$ cat config.mk
export PLATFORM = sky130hd
export DESIGN_NAME = multdiv_controller
export DESIGN_NICKNAME = d
export VERILOG_FILES = /design/src/rtl/multdiv_controller.sv
export SDC_FILE = /design/constraint.sdc
export NUM_CORES = 1
export LEC_CHECK = 0
export CAP_MARGIN = 20
export CELL_PAD_IN_SITES_DETAIL_PLACEMENT = 1
export CELL_PAD_IN_SITES_GLOBAL_PLACEMENT = 2
export CORE_ASPECT_RATIO = 0.7
export CORE_UTILIZATION = 35
export DETAILED_ROUTE_END_ITERATION = 16
export DONT_BUFFER_PORTS = 1
export HOLD_SLACK_MARGIN = 0.15
export PLACE_DENSITY_LB_ADDON = 0.05
export SLEW_MARGIN = 40
export SYNTH_ARGS = -nofsm -noshare
export SYNTH_HDL_FRONTEND = slang
export SYNTH_SLANG_ARGS = --single-unit
$ cat constraint.sdc
create_clock -name i_clock -period 1.6 [get_ports i_clock]
set_input_delay 0.16 -clock i_clock [delete_from_list [all_inputs] [get_ports i_clock]]
set_output_delay 0.16 -clock i_clock [all_outputs]
set_load 0.01 [all_outputs]
$ cat src/rtl/multdiv_controller.sv
// Sequencer for the multi-cycle MUL/DIV unit in X stage: latch operands, pulse start,
// stall until ready, then emit one writeback beat. Optional WAIT timeout: MULTDIV_TIMEOUT_EN.
module multdiv_controller #(
  parameter int DATA_W         = 32,
  parameter int REG_W          = 5,
  parameter int TIMEOUT_CYCLES = 40
) (
  input  logic              i_clock,
  input  logic              i_reset,
  input  logic              i_x_valid,
  input  logic              i_is_mul,
  input  logic              i_is_div,
  input  logic              i_flush,
  input  logic [DATA_W-1:0] i_op_a,
  input  logic [DATA_W-1:0] i_op_b,
  input  logic [REG_W-1:0]  i_rd_in,
  output logic              o_ctrl_MULT,
  output logic              o_ctrl_DIV,
  output logic [DATA_W-1:0] o_md_op_a,
  output logic [DATA_W-1:0] o_md_op_b,
  input  logic [DATA_W-1:0] i_md_result,
  input  logic              i_md_exception,
  input  logic              i_md_ready,
  output logic              o_stall,
  output logic              o_busy,
  output logic              o_wb_valid,
  output logic [REG_W-1:0]  o_wb_rd,
  output logic [DATA_W-1:0] o_wb_data,
  output logic              o_wb_exception
);

  localparam logic [1:0] S_IDLE  = 2'd0;
  localparam logic [1:0] S_START = 2'd1;
  localparam logic [1:0] S_WAIT  = 2'd2;
  localparam logic [1:0] S_DONE  = 2'd3;

  localparam logic [REG_W-1:0]  RSTATUS = REG_W'(30);
  localparam logic [DATA_W-1:0] EXC_MUL = DATA_W'(4);
  localparam logic [DATA_W-1:0] EXC_DIV = DATA_W'(5);

  logic [1:0]        r_state;
  logic              r_is_mul;
  logic [DATA_W-1:0] r_op_a, r_op_b;
  logic [REG_W-1:0]  r_rd;
  logic [REG_W-1:0]  r_wb_rd;
  logic [DATA_W-1:0] r_wb_data;
  logic              r_wb_exc;

  logic       w_start;
  logic [1:0] w_state_nxt;
  logic       w_capture;
  logic       w_cap_exc;

  assign w_start = i_x_valid & (i_is_mul | i_is_div) & ~i_flush;

`ifdef MULTDIV_TIMEOUT_EN
  localparam int CNT_W = $clog2(TIMEOUT_CYCLES + 1);
  logic [CNT_W-1:0] r_wait_cnt;
  logic             w_timeout;

  // Counter reads 0 on the first WAIT cycle, so the last allowed cycle is TIMEOUT_CYCLES-1.
  assign w_timeout = (r_wait_cnt == CNT_W'(TIMEOUT_CYCLES - 1));

  always_ff @(posedge i_clock) begin
    if (i_reset || r_state != S_WAIT) r_wait_cnt <= '0;
    else                              r_wait_cnt <= r_wait_cnt + 1'b1;
  end
`endif

  always_comb begin
    w_state_nxt = r_state;
    w_capture   = 1'b0;
    w_cap_exc   = i_md_exception;
    case (r_state)
      S_IDLE:  if (w_start) w_state_nxt = S_START;
      S_START: w_state_nxt = i_flush ? S_IDLE : S_WAIT;
      S_WAIT: begin
        if (i_flush) begin
          w_state_nxt = S_IDLE;
        end else if (i_md_ready) begin
          w_state_nxt = S_DONE;
          w_capture   = 1'b1;
        end
`ifdef MULTDIV_TIMEOUT_EN
        else if (w_timeout) begin
          w_state_nxt = S_DONE;
          w_capture   = 1'b1;
          w_cap_exc   = 1'b1;
        end
`endif
      end
      default: w_state_nxt = S_IDLE;
    endcase
  end

  always_ff @(posedge i_clock) begin
    if (i_reset) begin
      r_state   <= S_IDLE;
      r_is_mul  <= 1'b0;
      r_op_a    <= '0;
      r_op_b    <= '0;
      r_rd      <= '0;
      r_wb_rd   <= '0;
      r_wb_data <= '0;
      r_wb_exc  <= 1'b0;
    end else begin
      r_state <= w_state_nxt;
      if (r_state == S_IDLE && w_start) begin
        r_is_mul <= i_is_mul;
        r_op_a   <= i_op_a;
        r_op_b   <= i_op_b;
        r_rd     <= i_rd_in;
      end
      // Writeback fields are only touched on capture so they hold between beats.
      if (w_capture) begin
        r_wb_rd   <= w_cap_exc ? RSTATUS : r_rd;
        r_wb_data <= w_cap_exc ? (r_is_mul ? EXC_MUL : EXC_DIV) : i_md_result;
        r_wb_exc  <= w_cap_exc;
      end
    end
  end

  assign o_ctrl_MULT    = (r_state == S_START) &  r_is_mul & ~i_flush;
  assign o_ctrl_DIV     = (r_state == S_START) & ~r_is_mul & ~i_flush;
  assign o_md_op_a      = r_op_a;
  assign o_md_op_b      = r_op_b;
  assign o_stall        = ((r_state == S_IDLE) & w_start) | (r_state == S_START) | (r_state == S_WAIT);
  assign o_busy         = (r_state != S_IDLE);
  assign o_wb_valid     = (r_state == S_DONE);
  assign o_wb_rd        = r_wb_rd;
  assign o_wb_data      = r_wb_data;
  assign o_wb_exception = r_wb_exc;

endmodule

==> results of run 1 <==
[cells by family after synthesis]
group | Yosys count | share of synthesized area
AO/OA/AOI/OAI | 36 | 0.0391
XOR/XNOR | 1 | 0.00182
AND/OR/NAND/NOR | 231 | 0.290
buffers and inverters | 42 | 0.0628
multiplexers | 71 | 0.148
flip-flops | 110 | 0.458
[cell usage after synthesis]
library cell,n
mux2i_1,71
nand4bb_1,1
nor4b_1,3
and4bb_2,1
nor3_1,11
o21ba_2,1
clkbuf_1,22
or2_4,1
nor2_1,7
nand2b_1,140
buf_6,2
a211oi_1,1
and2_2,1
xnor2_1,1
dfxtp_1,110
o21ai_0,2
inv_1,1
nand3b_1,31
a21oi_1,32
nor3_2,1
buf_4,1
nand2_1,34
buf_2,9
buf_12,7
[per-stage QoR]
step | area (sq um) | hold slack (ns) | setup WS [ns] | util
detailed placement | 4860 | 0.242 | 0.0853 | 0.366
global placement | 4860 | 0.241 | 0.142 | 0.366
floorplan | 4800 | 0.237 | 0.180 | -
==> impl_metrics.json, run 1 <==
{
  "placed_cells": 645,
  "initial_core_util": 0.362,
  "die_y_um": 100,
  "syn-num-nets": 600,
  "synth_top_area_cell": "dfxtp_1",
  "ys_types": 24,
  "tool.error": "[ERROR RSZ-0060] Max buffer count reached.",
  "rows": 35,
  "fp.dieW_um": 142,
  "status": "aborted with a tool error",
  "io_pins": 216,
  "lastStage": "4_1_cts",
  "ys_top_cells_by_area": "dfxtp_1 46%, nand2b_1 18%, mux2i_1 15%",
  "post_cts_resized": 0,
  "ys_warn_count": 0,
  "clkSinkCount": 110,
  "clock_path_buffers": 2,
  "root_buffer": "clkbuf_16",
  "finalWeightedCongestion": 0.690,
  "htree_levels": 3,
  "cts_setup_buffers": 0,
  "syn_inst": 491,
  "numCtsBuffers": 9,
  "ys_seq_elements": 110,
  "synth_area_sq_mm": 0.00480,
  "portBuffers": 0,
  "seq_area_frac_synth": 0.458,
  "synth.avg_cell_area_sq_um": 9.79,
  "synth_top_area_share": 0.458,
  "dp_hpwl_um": 7540,
  "hold_buffers": 133
}
==> run 2, diff against run 1 <==
- CELL_PAD_IN_SITES_DETAIL_PLACEMENT: 1 -> unset
- CELL_PAD_IN_SITES_GLOBAL_PLACEMENT: 2 -> unset
- CORE_ASPECT_RATIO: 0.7 -> unset
- CORE_UTILIZATION: 35 -> 20
- HOLD_SLACK_MARGIN: 0.15 -> unset
- PLACE_DENSITY_LB_ADDON: 0.05 -> 0.15
==> run 2 against run 1 <==
Against the previous run: the flow now finishes without violations; synthesized area stayed put; synthesized cell count stayed put.
==> impl_metrics.json, run 2 <==
{
  "syn_inst": 491,
  "async_flop_share": 0,
  "clkSinkCount": 110,
  "routed_wl_um": 14700,
  "synthTopCellsByCount": "140 x nand2b_1, 110 x dfxtp_1, 71 x mux2i_1, 34 x nand2_1, 32 x a21oi_1",
  "drv_slew": 0,
  "cpMaxStageDelayCell": "dfxtp_1",
  "grt_max_degree": 81,
  "vias": 3827,
  "grt_pass1_vias": 4030,
  "fmax_mhz": 666,
  "die_y_um": 157,
  "layout_commonest_cell": "nand2b_1",
  "grt_antenna_before_repair": 2,
  "finalWeightedCongestion": 0.677,
  "layout-drive-gt1-share": 0.0602,
  "hold_class": "in -> reg",
  "drv_cap": 0,
  "worstMarginPinSlew_ns": 0.723,
  "gr-total-overflow": 0,
  "p_sw_mw": 1.39,
  "synth_top_area_share": 0.458,
  "htree_levels": 3,
  "postLayoutCellArea_sq_mm": 0.00679,
  "pwr-share-seq": 0.484,
  "setup_violations": 0,
  "cts_tree": "yes",
  "ys.flop_type": "dfxtp_1",
  "slowest_delay_ns": 0.32,
  "synth.avg_cell_area_sq_um": 9.79,
  "crit_chain": "buf_4 > and2_2 > o21ba_2",
  "numCtsBuffers": 9,
  "ys_seq_elements": 110,
  "grt_pass1_wl_um": 22200,
  "switching_share": 0.229,
  "seq_area_frac_synth": 0.458,
  "worst_hold_slack_ns": 0.0179,
  "synth_area_sq_mm": 0.00480,
  "ir_drop_v": 0.000313,
  "relSlewSlack": 0.517,
  "drc": 0,
  "viasPerCell": 4.10,
  "synth_most_common_cell": "nand2b_1",
  "fp.dieW_um": 157,
  "critPathLaunchType": "register",
  "syn-num-nets": 600,
  "layout.nets": 719,
  "worst_path_dominant_cell_family": "flip-flops",
  "wl_per_cell_um": 15.8,
  "clock_path_buffers": 2,
  "crit_required_ns": 1.44,
  "power.density_mw_per_mm2": 891,
  "tns_ns": 0,
  "clk_latency_ns": 0.35,
  "clkPwrFrac": 0.404,
  "hold_violations": 0,
  "io_pins": 216,
  "drt-pass1-iter-count": 6,
  "die-area_sq_mm": 0.0246,
  "end_kind": "output port",
  "dp_hpwl_um": 8350,
  "path_class": "reg -> out",
  "status": "finished clean",
  "mostFrequentLayoutCells": "140 x nand2b_1, 134 x dlygate4sd3_1, 110 x dfxtp_1",
  "portBuffers": 0,
  "path_clk_slew_ns": 0.07,
  "critPathMaxFanout": 7,
  "ys_types": 24,
  "ys_warn_count": 0,
  "root_buffer": "clkbuf_16",
  "synth_top_area_cell": "dfxtp_1",
  "initialDrtViolationCount": 86,
  "core_area_sq_mm": 0.0235,
  "p_leak_nw": 2.30,
  "initial_core_util": 0.204,
  "rows": 56,
  "fin_crit_ns": 1.50,
  "post-route-period-util": 0.938,
  "cts_setup_buffers": 0,
  "place_area_sq_mm": 0.00506,
  "antenna_cells": 0,
  "ant_nets": 0,
  "skew_ns": 0.00747,
  "grt.total_usage": 0.120,
  "ys_top_cells_by_area": "dfxtp_1 46%, nand2b_1 18%, mux2i_1 15%",
  "crit_buf_inv": 1,
  "p_int_mw": 4.67,
  "power_mw": 6.05,
  "power_frac_comb": 0.112,
  "synth_enable_flop_cells": 0,
  "worstPathArrival_ns": 1.34,
  "syn2layout_area_growth_pct": 41.4,
  "rsz0062_at_grt": "no"
}
==> run 2: cell counts after synthesis <==
No cell type changed its count.
==> run 2: through the flow <==
| step | setup slack [ns] | util | cells |
|---|---|---|---|
| 2_1_floorplan | 0.180 | - | 491 |
| 3_5_place_dp | 0.104 | 0.215 | 781 |
| 4_1_cts | 0.0396 | 0.288 | 934 |
| 6_report | 0.0987 | 0.289 | 934 |
| 5_1_grt | 0.0122 | 0.289 | 934 |
| 3_3_place_gp | 0.156 | 0.215 | 781 |
==> run 2: power by group through the flow <==
stage | clock network, mW | registers, mW | logic [mW]
CTS | 2.57 | 2.93 | 0.688
global route | 2.66 | 2.94 | 0.739
finish | 2.44 | 2.93 | 0.678
global placement | 0 | 3.00 | 0.328
detailed placement | 0 | 2.99 | 0.338
floorplan | 0 | 2.97 | 0.359
==> run 2: worst paths after layout <==
path                   from  slack, ns  cells after the start             to
max              r_state[0]        0.1                      3        o_stall
min          i_md_exception       0.02                      2  o_wb_data[30]
max reg2reg      r_state[1]       0.11                      5   o_md_op_a[8]
min reg2reg         r_rd[0]       0.48                      2        r_rd[0]
==> run 2: kinds of logic after synthesis <==
family                 after synthesis  share of synthesized area
AND/OR/NAND/NOR                    231                      0.290
flip-flops                         110                      0.458
multiplexers                        71                      0.148
buffers and inverters               42                     0.0628
AO/OA/AOI/OAI                       36                     0.0391
XOR/XNOR                             1                    0.00182
==> run 2: area by class of cell <==
class	instances	area (sq um)
clock buffers	12	246
well taps	319	399
multi-input cells	339	2330
inverters	1	3.75
repair buffers	149	1550
clock inverters	4	70.1
flip-flops and latches	110	2200
fillers	2495	16700
==> run 2: per-layer routing <==
layer,track usage,part of all wire,wire [um],vias up
met5,0,0,0,-
met1,0.130,0.39,5790,1808
met3,0.0460,0.10,1470,12
li1,-,-,-,1851
met4,0.0430,0.013,197,0
met2,0.211,0.49,7260,156
==> run 2: repair_timing <==
item,CTS,global route
resized for setup,0,3
hold endpoints to repair,110,0
hold buffers,137,0
setup endpoints to repair,0,2
Note: power is estimated with default switching activity, not from simulation.
==> run 3, diff against run 2 <==
- CORE_UTILIZATION: 20 -> 55
- GPL_TIMING_DRIVEN: unset -> 0
==> run 3 against run 2 <==
Against the previous run: the run now ends with setup timing left; largest cell class unchanged; sequential share of layout area up 2.4 points; largest power group unchanged; sequential cell count unchanged; die area down 63%; final cell count down 23%; utilization up 47 points; highest routed layer unchanged; via count up 1.0%.
==> impl_metrics.json, run 3 (synthesis gave the netlist of run 2 again) <==
{
  "regArea_sq_mm": 0.00221,
  "hold_violations": 0,
  "p_sw_mw": 1.33,
  "grt_pass1_wl_um": 18400,
  "grt_antenna_before_repair": 0,
  "place_ws_ns": -0.0514,
  "finalWeightedCongestion": 0.706,
  "setup_violations": 1,
  "worstPathArrival_ns": 1.91,
  "initial_core_util": 0.576,
  "status": "complete, but fails checks",
  "drc": 0,
  "cts_tree": "yes",
  "ant_nets": 0,
  "mostFrequentLayoutCells": "140 x nand2b_1, 108 x dfxtp_1, 102 x dlygate4sd3_1",
  "power_frac_comb": 0.132,
  "portBuffers": 0,
  "critPathLaunchType": "register",
  "drt-pass1-iter-count": 4,
  "fin_util": 0.760,
  "critPathMaxFanout": 7,
  "grt.total_usage": 0.263,
  "multi_input_area_sq_mm": 0.00233,
  "p_int_mw": 3.99,
  "vias": 3867,
  "gr-total-overflow": 0,
  "layout_setup_ws_ns": -0.0213,
  "crit_required_ns": 1.88,
  "switching_share": 0.250,
  "syn2layout_area_growth_pct": 32.0,
  "failed_checks": "setup timing",
  "drv_cap": 0,
  "drv_slew": 0,
  "antenna_cells": 0,
  "power_mw": 5.32,
  "clkPwrFrac": 0.317,
  "skew_ns": 0.00665,
  "worstMarginPinSlew_ns": 0.698,
  "p_leak_nw": 2.24,
  "numCtsBuffers": 9,
  "die-area_sq_mm": 0.00911,
  "fin_crit_ns": 1.62,
  "core_area_sq_mm": 0.00834,
  "pwr-share-seq": 0.551,
  "hold_class": "in -> reg",
  "clk_latency_ns": 0.37,
  "fmax_mhz": 617,
  "rows": 33,
  "fillCellCount": 563,
  "relSlewSlack": 0.528,
  "layout-drive-gt1-share": 0.0829,
  "viasPerCell": 5.37,
  "routed_wl_um": 12700,
  "wl_per_cell_um": 17.6,
  "clkSinkCount": 110,
  "clock_path_buffers": 2,
  "end_kind": "register",
  "ir_drop_v": 0.000546,
  "rsz0062_at_grt": "yes",
  "place_area_sq_mm": 0.00494,
  "io_pins": 216,
  "grt_pass1_vias": 3898,
  "power.density_mw_per_mm2": 838,
  "path_clk_slew_ns": 0.10,
  "fp.dieW_um": 95.5,
  "layout_commonest_cell": "nand2b_1",
  "postLayoutCellArea_sq_mm": 0.00634,
  "path_class": "reg -> reg",
  "grt_max_degree": 19,
  "dp_hpwl_um": 8120,
  "root_buffer": "clkbuf_8",
  "die_y_um": 95.5,
  "initialDrtViolationCount": 75,
  "layout.nets": 719,
  "htree_levels": 3,
  "post-route-period-util": 1.01
}
==> run 3: cell count changes in the layout (fill, tap and decap cells not counted), moves of 3 or more <==
cell           change
clkbuf_1          +20
clkbuf_16          -3
buf_2              +8
clkbuf_8           +8
buf_4              -5
dlygate4sd3_1     -32
==> run 3: layout make-up <==
cell class,count,share of cell area
Buffer,40,0.0466
Clock buffer,9,0.0195
Clock inverter,7,0.0114
Inverter,1,0.000592
Multi-Input combinational cell,339,0.367
Sequential cell,110,0.348
Tap cell,105,0.0207
Timing Repair Buffer,109,0.186
==> run 3: metal layers <==
| layer | part of all wire | global-route usage | vias up | wire [um] |
|---|---|---|---|---|
| met4 | 0.029 | 0.126 | 0 | 371 |
| met2 | 0.49 | 0.466 | 162 | 6210 |
| met5 | 0 | 0 | - | 0 |
| met1 | 0.40 | 0.281 | 1826 | 5010 |
| li1 | - | - | 1851 | - |
| met3 | 0.085 | 0.0845 | 28 | 1080 |
==> run 3: path summary, 6_finish.rpt <==
| kind | start | to | slack, ns | cells past startpoint |
|---|---|---|---|---|
| max | r_state[1] | o_md_op_a[25] | -0.02 | 5 |
| min | i_md_result[0] | o_wb_data[0] | 0.03 | 2 |
| max reg2reg | r_state[1] | o_md_op_a[25] | -0.02 | 5 |
| min reg2reg | r_rd[0] | r_rd[0] | 0.49 | 2 |
==> run 3: critical path, cell delays in order (launching register included) <==
cell and delay, ns:
dfxtp_4 0.38, or2_4 0.29, nor3_4 0.29, clkbuf_16 0.24, buf_12 0.12, mux2i_1 0.21
==> run 3: power groups by stage <==
stage          registers, mW  clock network [mW]  logic, mW
6_report                2.93                1.69      0.700
5_1_grt                 2.94                1.84      0.749
4_1_cts                 2.93                1.73      0.636
3_5_place_dp            2.99                   0      0.430
3_3_place_gp            2.99                   0      0.416
2_1_floorplan           2.97                   0      0.359
==> run 3: what timing repair did <==
item,4_1_cts,5_1_grt
resized for setup,0,10
hold endpoints to repair,103,0
pin swaps,0,0
gates cloned,0,6
endpoints found under the setup margin,2,72
setup buffers,0,1
hold buffers,102,0
==> run 3: stage by stage <==
stage	hold WS [ns]	setup TNS, ns	instances
finish	0.0289	-0.0213	720
floorplan	0.237	0	491
detailed placement	0.244	-0.689	596
global placement	0.242	-0.918	596
CTS	0.0197	-0.0408	714
global route	0.0202	-1.64	720
